### config.mk
export PLATFORM = sky130hd
export DESIGN_NAME = oam_dma
export DESIGN_NICKNAME = d
export VERILOG_FILES = /design/src/rtl/nes_pkg.sv /design/src/rtl/oam_dma.sv
export SDC_FILE = /design/constraint.sdc
export NUM_CORES = 1
export LEC_CHECK = 0
export CORE_ASPECT_RATIO = 1.1
export CORE_MARGIN = 4
export CORE_UTILIZATION = 40
export CTS_BUF_LIST = sky130_fd_sc_hd__clkbuf_16
export DETAILED_ROUTE_END_ITERATION = 7
export GPL_TIMING_DRIVEN = 0
export PLACE_DENSITY = 0.7
export SLEW_MARGIN = 20
export SYNTH_ARGS = -nofsm -noshare
export SYNTH_HDL_FRONTEND = slang
export SYNTH_SLANG_ARGS = --single-unit
### constraint.sdc
create_clock -name clock -period 2.3 [get_ports clock]
set_input_delay 0.69 -clock clock [delete_from_list [all_inputs] [get_ports clock]]
set_output_delay 0.69 -clock clock [all_outputs]
set_load 0.03 [all_outputs]
### src/rtl/nes_pkg.sv
// Shared NES definitions: CPU-visible register addresses and the OAM DMA state encoding.
package nes_pkg;

    localparam logic [15:0] ADDR_OAMDMA  = 16'h4014;
    localparam logic [15:0] ADDR_OAMDATA = 16'h2004;

    typedef enum logic [2:0] {
        OAM_IDLE,
        OAM_HALT,
        OAM_ALIGN,
        OAM_READ,
        OAM_WRITE
    } oam_dma_state_t;

endpackage

### src/rtl/oam_dma.sv
// OAM DMA engine: copies a 256-byte CPU page into the PPU OAM data port,
// halting the CPU and aligning the first read to an even cycle.
module oam_dma
    import nes_pkg::*;
#(
    parameter logic [15:0] DMA_REG_ADDR  = ADDR_OAMDMA,
    parameter logic [15:0] OAM_DATA_ADDR = ADDR_OAMDATA
) (
    input  logic        clock,
    input  logic        reset,
    input  logic        cpu_wr_en,
    input  logic [15:0] cpu_addr,
    input  logic [7:0]  cpu_din,
    input  logic [7:0]  bus_din,
    output logic        dma_active,
    output logic [15:0] dma_addr,
    output logic        dma_rd_en,
    output logic        dma_wr_en,
    output logic [7:0]  dma_dout
);

    oam_dma_state_t state_reg;
    logic           parity_reg;
    logic [7:0]     page_reg;
    logic [7:0]     index_reg;
    logic [7:0]     data_reg;
    logic [15:0]    addr_reg;
    logic           rd_en_reg;
    logic           wr_en_reg;
    logic           trigger;

    assign trigger = cpu_wr_en && (cpu_addr == DMA_REG_ADDR);

    // Bus strobes and address are registered alongside the state transition,
    // so they line up with the state they belong to.
    always_ff @(posedge clock) begin
        if (reset) begin
            state_reg  <= OAM_IDLE;
            parity_reg <= 1'b0;
            page_reg   <= 8'h00;
            index_reg  <= 8'h00;
            data_reg   <= 8'h00;
            addr_reg   <= 16'h0000;
            rd_en_reg  <= 1'b0;
            wr_en_reg  <= 1'b0;
        end else begin
            parity_reg <= ~parity_reg;
            rd_en_reg  <= 1'b0;
            wr_en_reg  <= 1'b0;
            case (state_reg)
                OAM_IDLE: begin
                    if (trigger) begin
                        page_reg  <= cpu_din;
                        index_reg <= 8'h00;
                        state_reg <= OAM_HALT;
                    end
                end
                OAM_HALT: begin
                    // parity_reg is 1 here exactly when the next cycle is even
                    if (parity_reg) begin
                        state_reg <= OAM_READ;
                        addr_reg  <= {page_reg, index_reg};
                        rd_en_reg <= 1'b1;
                    end else begin
                        state_reg <= OAM_ALIGN;
                    end
                end
                OAM_ALIGN: begin
                    state_reg <= OAM_READ;
                    addr_reg  <= {page_reg, index_reg};
                    rd_en_reg <= 1'b1;
                end
                OAM_READ: begin
                    data_reg  <= bus_din;
                    state_reg <= OAM_WRITE;
                    addr_reg  <= OAM_DATA_ADDR;
                    wr_en_reg <= 1'b1;
                end
                OAM_WRITE: begin
                    index_reg <= index_reg + 8'd1;
                    if (index_reg == 8'hFF) begin
                        state_reg <= OAM_IDLE;
                    end else begin
                        state_reg <= OAM_READ;
                        addr_reg  <= {page_reg, index_reg + 8'd1};
                        rd_en_reg <= 1'b1;
                    end
                end
                default: state_reg <= OAM_IDLE;
            endcase
        end
    end

    assign dma_active = (state_reg != OAM_IDLE);
    assign dma_addr   = addr_reg;
    assign dma_rd_en  = rd_en_reg;
    assign dma_wr_en  = wr_en_reg;
    assign dma_dout   = data_reg;

endmodule

* Word level (Yosys, flattened, before mapping)
Cells that the tools add are included.
** Cells by class
- $add $sub $neg :: 1
- Eq/ne operators :: 9
- Muxes and demuxes :: 13
- Bitwise operators :: 1
- Reductions and logical operators :: 8
** Operators with widths (count)
- 16-bit one-hot mux with 4 select lines :: 1
- 16-bit 2-to-1 mux :: 2
- 16-bit by 15-bit == test with 1-bit output (second input constant) :: 1
- 8-bit one-hot mux with 2 select lines :: 1
- 3-bit one-hot mux with 5 select lines :: 1
- 8-bit by 1-bit adder with 8-bit output (second input constant) :: 1
- 8-bit == test (second input constant) :: 1
- 8-bit 2-to-1 mux :: 1
- 3-bit by 2-bit == test with 1-bit output (second input constant) :: 2
- 2-bit inequality test (second input constant) :: 3
- 1-bit 2-to-1 mux :: 4
- 2-bit AND reduction :: 2
- 4-bit nonzero test :: 1
- 3-bit by 1-bit == test with 1-bit output (second input constant) :: 1
- 3-bit == test (second input constant) :: 1
- 3-bit logical NOT :: 1
- 3-bit 2-to-1 mux :: 1
- 1-bit one-hot mux with 3 select lines :: 1
- 3-bit AND reduction :: 1
- 3-bit nonzero test :: 1
- 2-bit 2-to-1 mux :: 1
- 2-bit nonzero test :: 1
- 1-bit logical AND :: 1
- 1-bit NOT :: 1
** Word-level totals
- Bits in registers :: 46
- Input bits :: 35
- Output and inout bits :: 27
- Word-level logic and storage cells :: 40

* Depth between registers and ports, before layout
Gate-level depths: netlist (run 1).
- Depth after elaboration :: 4
- Gate-level depth with buffers :: 7
- Gate-level depth less buffers :: 6

* Least setup slack after synthesis (run 1)
Ideal clock, no wire load.
- Path kind :: input -> register
- From :: input cpu_addr[7]
- To :: register index_reg[2]
- Arrival time :: 1.817 ns
- Data required time :: 2.172 ns
- Path slack :: 0.356 ns
- Stages :: 6
- Path buffers :: 1
- Cell sequence :: nand4bb_1 -> nor4_1 -> nand4_1 -> buf_2 -> a32oi_1 -> nor2_1
** On the way
- Longest elaborated chain between the ends :: 4
** RTL lines
- start: declaration :: line oam_dma.sv:12 : input logic [15:0] cpu_addr,
- 16-bit by 15-bit == test with 1-bit output :: line oam_dma.sv:32 : assign trigger = cpu_wr_en && (cpu_addr == DMA_REG_ADDR);
- 1-bit logical AND :: line oam_dma.sv:32
- 2-bit inequality test (no line)
- 2-bit AND reduction (no line)
- end signal: assignment :: line oam_dma.sv:80 : index_reg <= index_reg + 8'd1;
- end: declaration :: line oam_dma.sv:25 : logic [7:0] index_reg;
Every way passes these cells.
A chain may end at the register's enable or synchronous reset.

* Worst setup path in the final report (run 1)
- From :: input cpu_addr[15]
- To :: register index_reg[2]
Same word-level chain as after synthesis.

==> results.py, run 1 <==
metrics = {
    "status": {
        "outcome": "complete, no violations",
    },
    "cts": {
        "post_cts_buffers": 0,
        "htreeDepth": 2,
        "cts.reportedPaths.clkPinSlew_ns": 0.06,
        "cts_buffer_depth": 2,
        "postCtsHoldBufs": 0,
        "clock_latency_ns": 0.28,
        "cts_buffers": 5,
        "cts_root_buf": "clkbuf_16",
        "cts_tree": "built",
        "clock-sinks": 46,
    },
    "global_routing": {
        "track_usage": 0.1783,
        "antenna_found_initial": 0,
        "grt_pass1_vias": 1831,
        "grt_overflow": 0,
        "grt_max_degree": 15,
        "grt_first_pass_wirelength_mm": 8.431,
    },
    "critical_path": {
        "crit_arrival_ns": 2.39,
        "critical_path.slowest_cell": "clkdlybuf4s50_1",
        "cp_max_fo": 10,
        "crit_path_end_kind": "register",
        "start_kind": "primary input",
        "critPathRequiredTime_ns": 2.46,
        "critPathMaxStageDelay_ns": 0.45,
        "crit_chain": "clkdlybuf4s50_1, nor4_2, and3_1, nand4_1, buf_6, a32oi_1, nor2_1",
        "critPathKind": "in2reg",
    },
    "final_layout": {
        "drive_gt1_frac": 0.07097,
        "diodes": 0,
        "area_growth_pct": 43.14,
        "layout_common_cells": "59 x clkdlybuf4s50_1, 44 x dfxtp_1, 36 x nand2_1",
        "final_common_cell": "clkdlybuf4s50_1",
        "stdcell_area_mm2": 0.002844,
        "nets": 345,
        "largest_reg_flops": 16,
    },
    "place": {
        "globalplace.congestion": 0.8108,
        "place_worst_setup_slack_ns": -0.3827,
        "hpwl_mm": 3.740,
        "place_area_mm2": 0.002658,
        "io_buffers": 60,
    },
    "floorplanning": {
        "die_x_um": 75.20,
        "die_h_um": 81.92,
        "io_pins": 62,
        "start_util": 0.4212,
        "core-area_mm2": 0.004717,
        "rows": 26,
        "die-area_mm2": 0.006160,
    },
    "detailed_routing": {
        "wirelength_mm": 5.158,
        "ant_nets": 0,
        "first_iter_violations": 120,
        "remaining_drc_errors": 0,
        "num_vias": 1936,
        "wl_per_cell_um": 14.09,
        "routed_via_density": 5.290,
        "firstDrtPassIters": 4,
    },
    "pwr": {
        "vdd_ir_drop_max_uv": 471.7,
        "power.leakage_uw": 0.001047,
        "finalPower_uw": 1679,
        "p_per_area_mw_per_mm2": 590.5,
    },
    "synthesis": {
        "synth_top_family_by_area": "simple AND/OR/NAND/NOR gates",
        "syn_nets": 280,
        "synth_xor_area_frac": 0.004408,
        "muxShareOfSynthArea": 0.06927,
        "syn_inst": 244,
        "syn_area_mm2": 0.001987,
        "async_flop_share": 0,
        "synth_edf_count": 0,
        "synthDistinctLibCells": 39,
        "synth_fa_ha_area_frac": 0.006297,
        "synth-seq-area-share": 0.4635,
        "yosysWarnings": 0,
        "synth_seq_cells": 46,
        "synthFlopType": "dfxtp_1",
        "synth-compound-area-share": 0.1543,
        "synth-simple-area-share": 0.2664,
        "avgSynthCellArea_um2": 8.143,
    },
    "sta": {
        "hold_viol": 0,
        "worst_slew_pin_slew_ns": 0.7688,
        "setup_violations": 0,
        "slew_viol_final": 0,
        "timing.final.crit_share": 0.9703,
        "maxSlewHeadroom": 0.4856,
        "timing.clock.skew_ns": 0.004527,
        "rsz0062_at_grt": "false",
        "max_freq_mhz": 448.1,
        "fin_crit_ns": 2.232,
        "postLayoutSetupSlackWorst_ns": 0.06842,
    },
    "min_path": {
        "hp-class": "reg2reg",
    },
    "job": {
        "drv_cap": 0,
    },
}
==> final cells by class <==
cell class	count	area, um2
Buffer	15	66.31
Clock buffer	5	125.1
Clock inverter	3	40.04
Fill cell	425	1873
Inverter	1	3.754
Multi-Input combinational cell	180	1012
Sequential cell	46	923.4
Tap cell	56	70.07
Timing Repair Buffer	60	603.1
==> where the power goes <==
| part | switching, uW | leakage, uW | internal, uW |
|---|---|---|---|
| Sequential | 1.00 | 0.000372 | 798 |
| Clock | 291 | 0.0000836 | 508 |
| Combinational | 27.2 | 0.000592 | 54.2 |
| Total | 319 | 0.00105 | 1360 |
==> synthesized netlist by cell type, drive strengths merged, types with 2 or more instances <==
master   n  area share
a211oi   3       0.014
nand4    3      0.0094
a21boi   2      0.0076
nor4     5       0.016
dfxtp   46        0.46
nor3     8       0.020
or3      2      0.0063
nand3   12       0.030
buf      5       0.011
a21oi   27       0.068
mux2i   10       0.050
nor2b    2      0.0063
o21ai    6       0.015
a311oi   5       0.022
nand2b   3      0.0094
nand2   36       0.068
mux2     3       0.019
and3     4       0.013
nor2    35       0.066
clkbuf  12       0.023
==> path summary, 6_finish.rpt <==
check	start	to	slack [ns]	cells after the start
worst max-delay path	cpu_addr[15]	index_reg[2]$_SDFFE_PP0P_	0.07	7
worst min-delay path	parity_reg$_SDFF_PP0_	parity_reg$_SDFF_PP0_	0.44	1
worst max register to register	index_reg[1]$_SDFFE_PP0P_	dma_addr[2]$_SDFFE_PP0P_	0.26	7
worst min register to register	parity_reg$_SDFF_PP0_	parity_reg$_SDFF_PP0_	0.44	1
==> per-layer routing <==
layer / GRT usage / part of all wire
met2: 0.2953 / 0.48
met3: 0.08078 / 0.086
met4: 0.04021 / 0.011
met5: 0 / 0
met1: 0.2111 / 0.43
==> kinds of logic after synthesis <==
| family | count (synthesis) |
|---|---|
| AO/OA/AOI/OAI | 50 |
| buffers and inverters | 18 |
| XOR/XNOR | 1 |
| adder cells (fa/ha/maj) | 1 |
| AND/OR/NAND/NOR | 115 |
| multiplexers | 13 |
| flip-flops | 46 |
==> worst max-delay path: cells and delay by family <==
kind | cells | cell delay [ns]
buffers and inverters | 2 | 0.70
AOI/OAI and AO/OA | 1 | 0.21
and+or+nand+nor | 4 | 0.78
==> repair_timing <==
| action | in CTS | in global routing |
|---|---|---|
| gates resized for setup | 4 | 5 |
| cloned | 0 | 0 |
| pin swaps | 0 | 1 |
| endpoints found under the setup margin | 9 | 8 |
==> metrics by stage <==
stage / hold WS, ns / utilization / cells / setup TNS, ns
after floorplan: 0.4132 / - / 244 / 0
after global placement: 0.4302 / 0.5634 / 360 / -3.147
after detailed placement: 0.4353 / 0.5634 / 360 / -3.543
after CTS: 0.4503 / 0.5997 / 366 / 0
after global routing: 0.4705 / 0.6029 / 366 / 0
final: 0.4445 / 0.6029 / 366 / 0
No activity file was read; power rests on OpenSTA's default activity.
==> run 2, diff against run 1 <==
==> constraint.sdc (replaced) <==
create_clock -name clock -period 2.1 [get_ports clock]
set_input_delay 0.63 -clock clock [delete_from_list [all_inputs] [get_ports clock]]
set_output_delay 0.63 -clock clock [all_outputs]
set_load 0.03 [all_outputs]
==> run 2 against run 1 <==
  * Final cell count increased by 1.4%
  * Combinational power is 16% higher
  * Highest routed layer unchanged
  * Global-route usage increased by 0.10 points
  * Clock power is 9.5% higher
  * Worst setup slack worse by 0.059 ns
  * Core utilization increased by 1.9 points
  * Design area rose by 3.2%
  * Sequential share of layout area is 1.1 points lower
==> results.py, run 2 (synthesis results as in run 1) <==
metrics = {
    "sta": {
        "timing.final.crit_share": 0.9954,
        "rsz0062_at_grt": "true",
        "max_freq_mhz": 478.4,
        "worst_slew_pin_slew_ns": 0.5339,
        "fin_crit_ns": 2.090,
        "slew_viol_final": 0,
        "hold_viol": 0,
        "setup_violations": 0,
        "maxSlewHeadroom": 0.6441,
        "timing.clock.skew_ns": 0.004841,
    },
    "final_layout": {
        "layout_common_cells": "53 x clkdlybuf4s50_1, 46 x dfxtp_1, 36 x nand2_1",
        "final_common_cell": "clkdlybuf4s50_1",
        "nets": 350,
        "fin_cells": 371,
        "largest_reg_flops": 16,
        "area_growth_pct": 47.73,
        "diodes": 0,
        "drive_gt1_frac": 0.1048,
    },
    "cts": {
        "cts_root_buf": "clkbuf_16",
        "cts_buffer_depth": 2,
        "clock_latency_ns": 0.29,
        "cts_buffers": 5,
        "cts_tree": "built",
        "cts.reportedPaths.clkPinSlew_ns": 0.06,
        "postCtsHoldBufs": 0,
        "clock-sinks": 46,
        "htreeDepth": 2,
    },
    "global_routing": {
        "grt_pass1_vias": 1855,
        "grt_overflow": 0,
        "track_usage": 0.1793,
        "antenna_found_initial": 0,
        "grt_first_pass_wirelength_mm": 8.466,
        "grt_max_degree": 15,
    },
    "place": {
        "io_buffers": 60,
        "hpwl_mm": 3.740,
        "globalplace.congestion": 0.8108,
        "numPlacedInstances": 360,
    },
    "critical_path": {
        "cp_top_family": "simple AND/OR/NAND/NOR gates",
        "cp.depth": 7,
        "start_kind": "primary input",
        "critPathRequiredTime_ns": 2.25,
        "crit_path_end_kind": "register",
        "cp_max_fo": 5,
        "critical_path.slowest_cell": "clkdlybuf4s50_1",
        "rr_startpoint": "index_reg[1]$_SDFFE_PP0P_",
        "critPathMaxStageDelay_ns": 0.46,
        "reg2regPathDepth": 7,
        "path_buf_inv": 2,
        "reg2reg_to": "dma_addr[2]$_SDFFE_PP0P_",
        "rrSetupSlack_ns": 0.16,
        "critPathKind": "in2reg",
        "crit_arrival_ns": 2.24,
        "crit_chain": "clkdlybuf4s50_1, nor4_2, and3_1, nand4_1, buf_2, mux2i_1, nor2_1",
    },
    "detailed_routing": {
        "remaining_drc_errors": 0,
        "wl_met1_mm": 2.263,
        "wl_per_cell_um": 14.43,
        "routed_via_density": 5.253,
        "first_iter_violations": 102,
        "num_vias": 1949,
        "met3_length_um": 462,
        "wirelength_mm": 5.353,
        "firstDrtPassIters": 5,
        "met2_length_mm": 2.564,
        "routed.top_layer": "met4",
        "ant_nets": 0,
    },
    "min_path": {
        "min_to": "parity_reg$_SDFF_PP0_",
        "hp-class": "reg2reg",
        "min-delay-start": "parity_reg$_SDFF_PP0_",
        "min_path_cells": 1,
    },
    "pwr": {
        "p_clk_frac": 0.474,
        "finalPower_uw": 1845,
        "sequentialPowerShare": 0.474,
        "vdd_ir_drop_max_uv": 517.2,
        "p_per_area_mw_per_mm2": 628.5,
        "p_int_uw": 1491,
        "p_sw_uw": 354.2,
        "power.leakage_uw": 0.001123,
        "sw_frac_of_total": 0.1920,
        "combPwrFrac": 0.051,
    },
    "floorplanning": {
        "core-area_mm2": 0.004717,
        "die-area_mm2": 0.006160,
        "die_x_um": 75.20,
        "rows": 26,
        "io_pins": 62,
        "start_util": 0.4212,
        "die_h_um": 81.92,
    },
    "status": {
        "outcome": "complete, no violations",
    },
    "job": {
        "drv_cap": 0,
    },
}
run 2: cell count changes in the layout (fill, tap and decap cells not counted), moves of 2 or more:
cell,delta
buf_4,+2
clkbuf_2,+4
clkdlybuf4s50_1,-6
dfxtp_1,+2
dfxtp_2,-2
dlymetal6s2s_1,+5
run 2: area by class of cell:
| type | instances | area, um2 |
|---|---|---|
| inverter | 1 | 3.754 |
| buffer | 17 | 78.83 |
| fill | 406 | 1782 |
| tap | 56 | 70.07 |
| timing repair buffer | 63 | 634.4 |
| clock buffer | 5 | 125.1 |
| clock inverter | 3 | 40.04 |
| multi-input combinational | 180 | 1062 |
| sequential | 46 | 920.9 |
run 2: timing repair:
action / CTS / global route
setup buffers: 1 / 1
setup endpoints to repair: 11 / 23
endpoints found under the hold margin: 0 / 0
gates resized for setup: 7 / 17
pin swaps: 0 / 8
gates cloned: 0 / 1
run 2: worst max path at each step:
stage / slack [ns] / to / startpoint
4_1_cts: 0.02 / dma_active / state_reg[0]$_SDFFE_PP0P_
6_report: 0.01 / page_reg[2]$_SDFFE_PP0P_ / cpu_addr[12]
3_3_place_gp: -0.50 / index_reg[2]$_SDFFE_PP0P_ / cpu_addr[7]
3_5_place_dp: -0.52 / index_reg[2]$_SDFFE_PP0P_ / cpu_addr[7]
2_1_floorplan: 0.22 / index_reg[2]$_SDFFE_PP0P_ / cpu_addr[7]
5_1_grt: -0.08 / dma_active / state_reg[0]$_SDFFE_PP0P_
run 2: power groups by stage:
stage	Combinational (uW)	Clock, uW	Sequential (uW)
6_report	94.9	875	875
5_1_grt	101	931	875
4_1_cts	88.5	892	875
3_5_place_dp	87.5	0	895
3_3_place_gp	86.6	0	895
2_1_floorplan	16.8	0	895
run 2: per-layer routing:
| layer | GRT usage | vias up |
|---|---|---|
| li1 | - | 995 |
| met1 | 0.2089 | 886 |
| met2 | 0.3014 | 61 |
| met3 | 0.08078 | 7 |
| met4 | 0.04021 | 0 |
| met5 | 0 | - |
run 2: through the flow:
step	hold WS [ns]	setup WS, ns	utilization	TNS, ns	cell area, um2
2_1_floorplan	0.4132	0.2156	-	0	1987
3_3_place_gp	0.4302	-0.5040	0.5634	-5.415	2658
3_5_place_dp	0.4353	-0.5227	0.5634	-5.822	2658
4_1_cts	0.4503	0.01872	0.6040	0	2849
5_1_grt	0.4705	-0.08042	0.6223	-0.3272	2935
6_report	0.4415	0.009696	0.6223	0	2935
==> run 3, diff against run 2 <==
--- a/config.mk
+++ b/config.mk
@@ -5,6 +5,7 @@
 export SDC_FILE = /design/constraint.sdc
 export NUM_CORES = 1
 export LEC_CHECK = 0
+export ABC_AREA = 1
 export CORE_ASPECT_RATIO = 1.1
 export CORE_MARGIN = 4
 export CORE_UTILIZATION = 40
==> run 3 against run 2 <==
  * Clock-buffer cell count unchanged
  * Worst setup slack improved by 0.090 ns
  * Final cell count is 16% higher
  * Maximum frequency increased by 4.5%
  * Synthesized area increased by 4.9%
  * Sequential power rose by 11%
  * Clock power shrank 13%
  * Routed wire length down 7.1%
  * Via count increased by 6.7%
  * Sequential share of layout area grew 0.17 points
  * Clock skew about the same
  * Die area is 4.4% higher
  * Critical path type unchanged
  * Largest power group unchanged
==> results.py, run 3 <==
metrics = {
    "status": {
        "outcome": "complete, no violations",
    },
    "cts": {
        "htreeDepth": 2,
        "clock_latency_ns": 0.28,
        "cts_buffers": 5,
        "clock-sinks": 46,
        "cts_root_buf": "clkbuf_16",
        "cts_tree": "built",
        "cts.reportedPaths.clkPinSlew_ns": 0.06,
        "cts_buffer_depth": 2,
    },
    "pwr": {
        "power.leakage_uw": 0.001226,
        "vdd_ir_drop_max_uv": 321.6,
        "finalPower_uw": 2330,
        "p_per_area_mw_per_mm2": 798.3,
    },
    "synthesis": {
        "synth_seq_cells": 46,
        "muxShareOfSynthArea": 0,
        "synth-seq-area-share": 0.4418,
        "synth_edf_count": 0,
        "synthDistinctLibCells": 28,
        "synth_most_common_cell": "nor2_1",
        "synth_fa_ha_area_frac": 0.006002,
        "synth_xor_area_frac": 0,
        "synth-simple-area-share": 0.3277,
        "syn_area_mm2": 0.002084,
        "synth.area.top_cells": "dfxtp_1 44%, nor2_1 12%, nand2_1 9.9%",
        "synth_commonest_cells": "68 x nor2_1, 55 x nand2_1, 46 x dfxtp_1",
        "yosys.area.top_type": "dfxtp_1",
        "synth_top_area_share": 0.4418,
        "synthFlopType": "dfxtp_1",
        "avgSynthCellArea_um2": 6.834,
        "async_flop_share": 0,
        "syn_inst": 305,
        "synth_top_family_by_area": "simple AND/OR/NAND/NOR gates",
        "syn_nets": 341,
        "synth-compound-area-share": 0.1339,
        "yosysWarnings": 0,
    },
    "sta": {
        "timing.final.crit_share": 0.9526,
        "max_freq_mhz": 499.9,
        "worst_slew_pin_slew_ns": 0.4633,
        "maxSlewHeadroom": 0.6911,
        "rsz0062_at_grt": "true",
        "hold_viol": 0,
        "timing.clock.skew_ns": 0.005239,
        "postLayoutSetupSlackWorst_ns": 0.09957,
        "setup_tns_ns": 0,
        "fin_crit_ns": 2.000,
        "setup_violations": 0,
        "slew_viol_final": 0,
        "hold_ws_ns": 0.4103,
    },
    "critical_path": {
        "critical_path.slowest_cell": "clkdlybuf4s50_1",
        "start_kind": "primary input",
        "crit_path_end_kind": "register",
        "crit_chain": "clkdlybuf4s50_1, or2_2, nor2_4, nand4_2, clkbuf_4, nand3_1, a21oi_1",
        "critPathMaxStageDelay_ns": 0.39,
        "critPathRequiredTime_ns": 2.25,
        "cp_max_fo": 10,
        "crit_arrival_ns": 2.15,
        "critPathKind": "in2reg",
    },
    "floorplanning": {
        "core-area_mm2": 0.005034,
        "die_x_um": 76.83,
        "die-area_mm2": 0.006431,
        "die_h_um": 83.71,
        "start_util": 0.4141,
        "io_pins": 62,
        "rows": 27,
    },
    "final_layout": {
        "fill_cells": 481,
        "largest_reg_flops": 16,
        "final_common_cell": "nor2_1",
        "drive_gt1_frac": 0.07239,
        "diodes": 0,
        "layout_common_cells": "67 x nor2_1, 59 x clkdlybuf4s50_1, 55 x nand2_1",
        "nets": 408,
        "post-route-util": 0.5799,
        "area_growth_pct": 40.04,
    },
    "place": {
        "place_worst_setup_slack_ns": -0.2507,
        "globalplace.congestion": 0.8290,
        "hpwl_mm": 3.687,
        "io_buffers": 60,
    },
    "job": {
        "drv_cap": 0,
    },
    "detailed_routing": {
        "first_iter_violations": 139,
        "routed_via_density": 4.826,
        "remaining_drc_errors": 0,
        "firstDrtPassIters": 4,
        "wl_per_cell_um": 11.53,
        "wirelength_mm": 4.971,
        "num_vias": 2080,
        "ant_nets": 0,
    },
    "global_routing": {
        "grt_pass1_vias": 1956,
        "antenna_found_initial": 0,
        "grt_max_degree": 16,
        "grt_first_pass_wirelength_mm": 8.556,
        "grt_overflow": 0,
        "track_usage": 0.1627,
    },
    "min_path": {
        "hp-class": "reg2reg",
    },
}
==> run 3: repair_timing <==
action / in CTS / in global routing
endpoints found under the setup margin: 1 / 10
gates resized for setup: 9 / 2
setup buffers: 0 / 0
pin swaps: 0 / 1
hold buffers: 0 / 0
==> run 3: layer usage <==
| layer | vias up | GRT usage | wire length, um |
|---|---|---|---|
| met5 | - | 0 | 0 |
| met4 | 0 | 0.06590 | 88 |
| met3 | 8 | 0.03456 | 347 |
| met2 | 72 | 0.2781 | 2340 |
| met1 | 897 | 0.1967 | 2194 |
| li1 | 1103 | - | - |
==> run 3: final timing paths <==
kind | from | to | slack [ns] | cells after the start
worst max-delay path | cpu_addr[3] | index_reg[5]$_SDFFE_PP0P_ | 0.1 | 7
worst min-delay path | parity_reg$_SDFF_PP0_ | parity_reg$_SDFF_PP0_ | 0.41 | 1
worst min register to register | parity_reg$_SDFF_PP0_ | parity_reg$_SDFF_PP0_ | 0.41 | 1
worst max register to register | index_reg[0]$_SDFFE_PP0P_ | dma_addr[6]$_SDFFE_PP0P_ | 0.39 | 11
==> run 3: metrics by stage <==
stage                     std cells  instance area (um2)
after floorplan                 305                 2085
after global placement          423                 2758
after detailed placement        423                 2758
after CTS                       431                 2912
after global routing            431                 2919
final                           431                 2919
==> run 3: final cells by class <==
type | instances | area [um2] | area share
Buffer | 12 | 76.32 | 0.02615
Inverter | 33 | 125.1 | 0.04286
Multi-Input combinational cell | 214 | 982.2 | 0.3365
Clock buffer | 5 | 125.1 | 0.04286
Timing Repair Buffer | 60 | 595.6 | 0.2040
Sequential cell | 46 | 920.9 | 0.3155
Tap cell | 58 | 72.57 | 0.02486
Clock inverter | 3 | 21.27 | 0.007287
==> run 3: cell families (layout without fill, tap and decap cells) <==
group                    after synthesis  in the layout
AND/OR/NAND/NOR                      160            160
AO/OA/AOI/OAI                         53             53
flip-flops                            46             46
buffers and inverters                 45            113
adder cells (fa/ha/maj)                1              1
==> run 3: critical path: cells and delay by family <==
family	cells	cell delay (ns)
AO/OA/AOI/OAI	1	0.06
buffers and inverters	2	0.65
AND/OR/NAND/NOR	4	0.81
==> run 3: power breakdown <==
group,total [uW],switching [uW],leakage [uW],internal [uW]
logic,596,338,0.000785,258
clock network,765,325,0.0000698,440
registers,968,34.1,0.000372,934
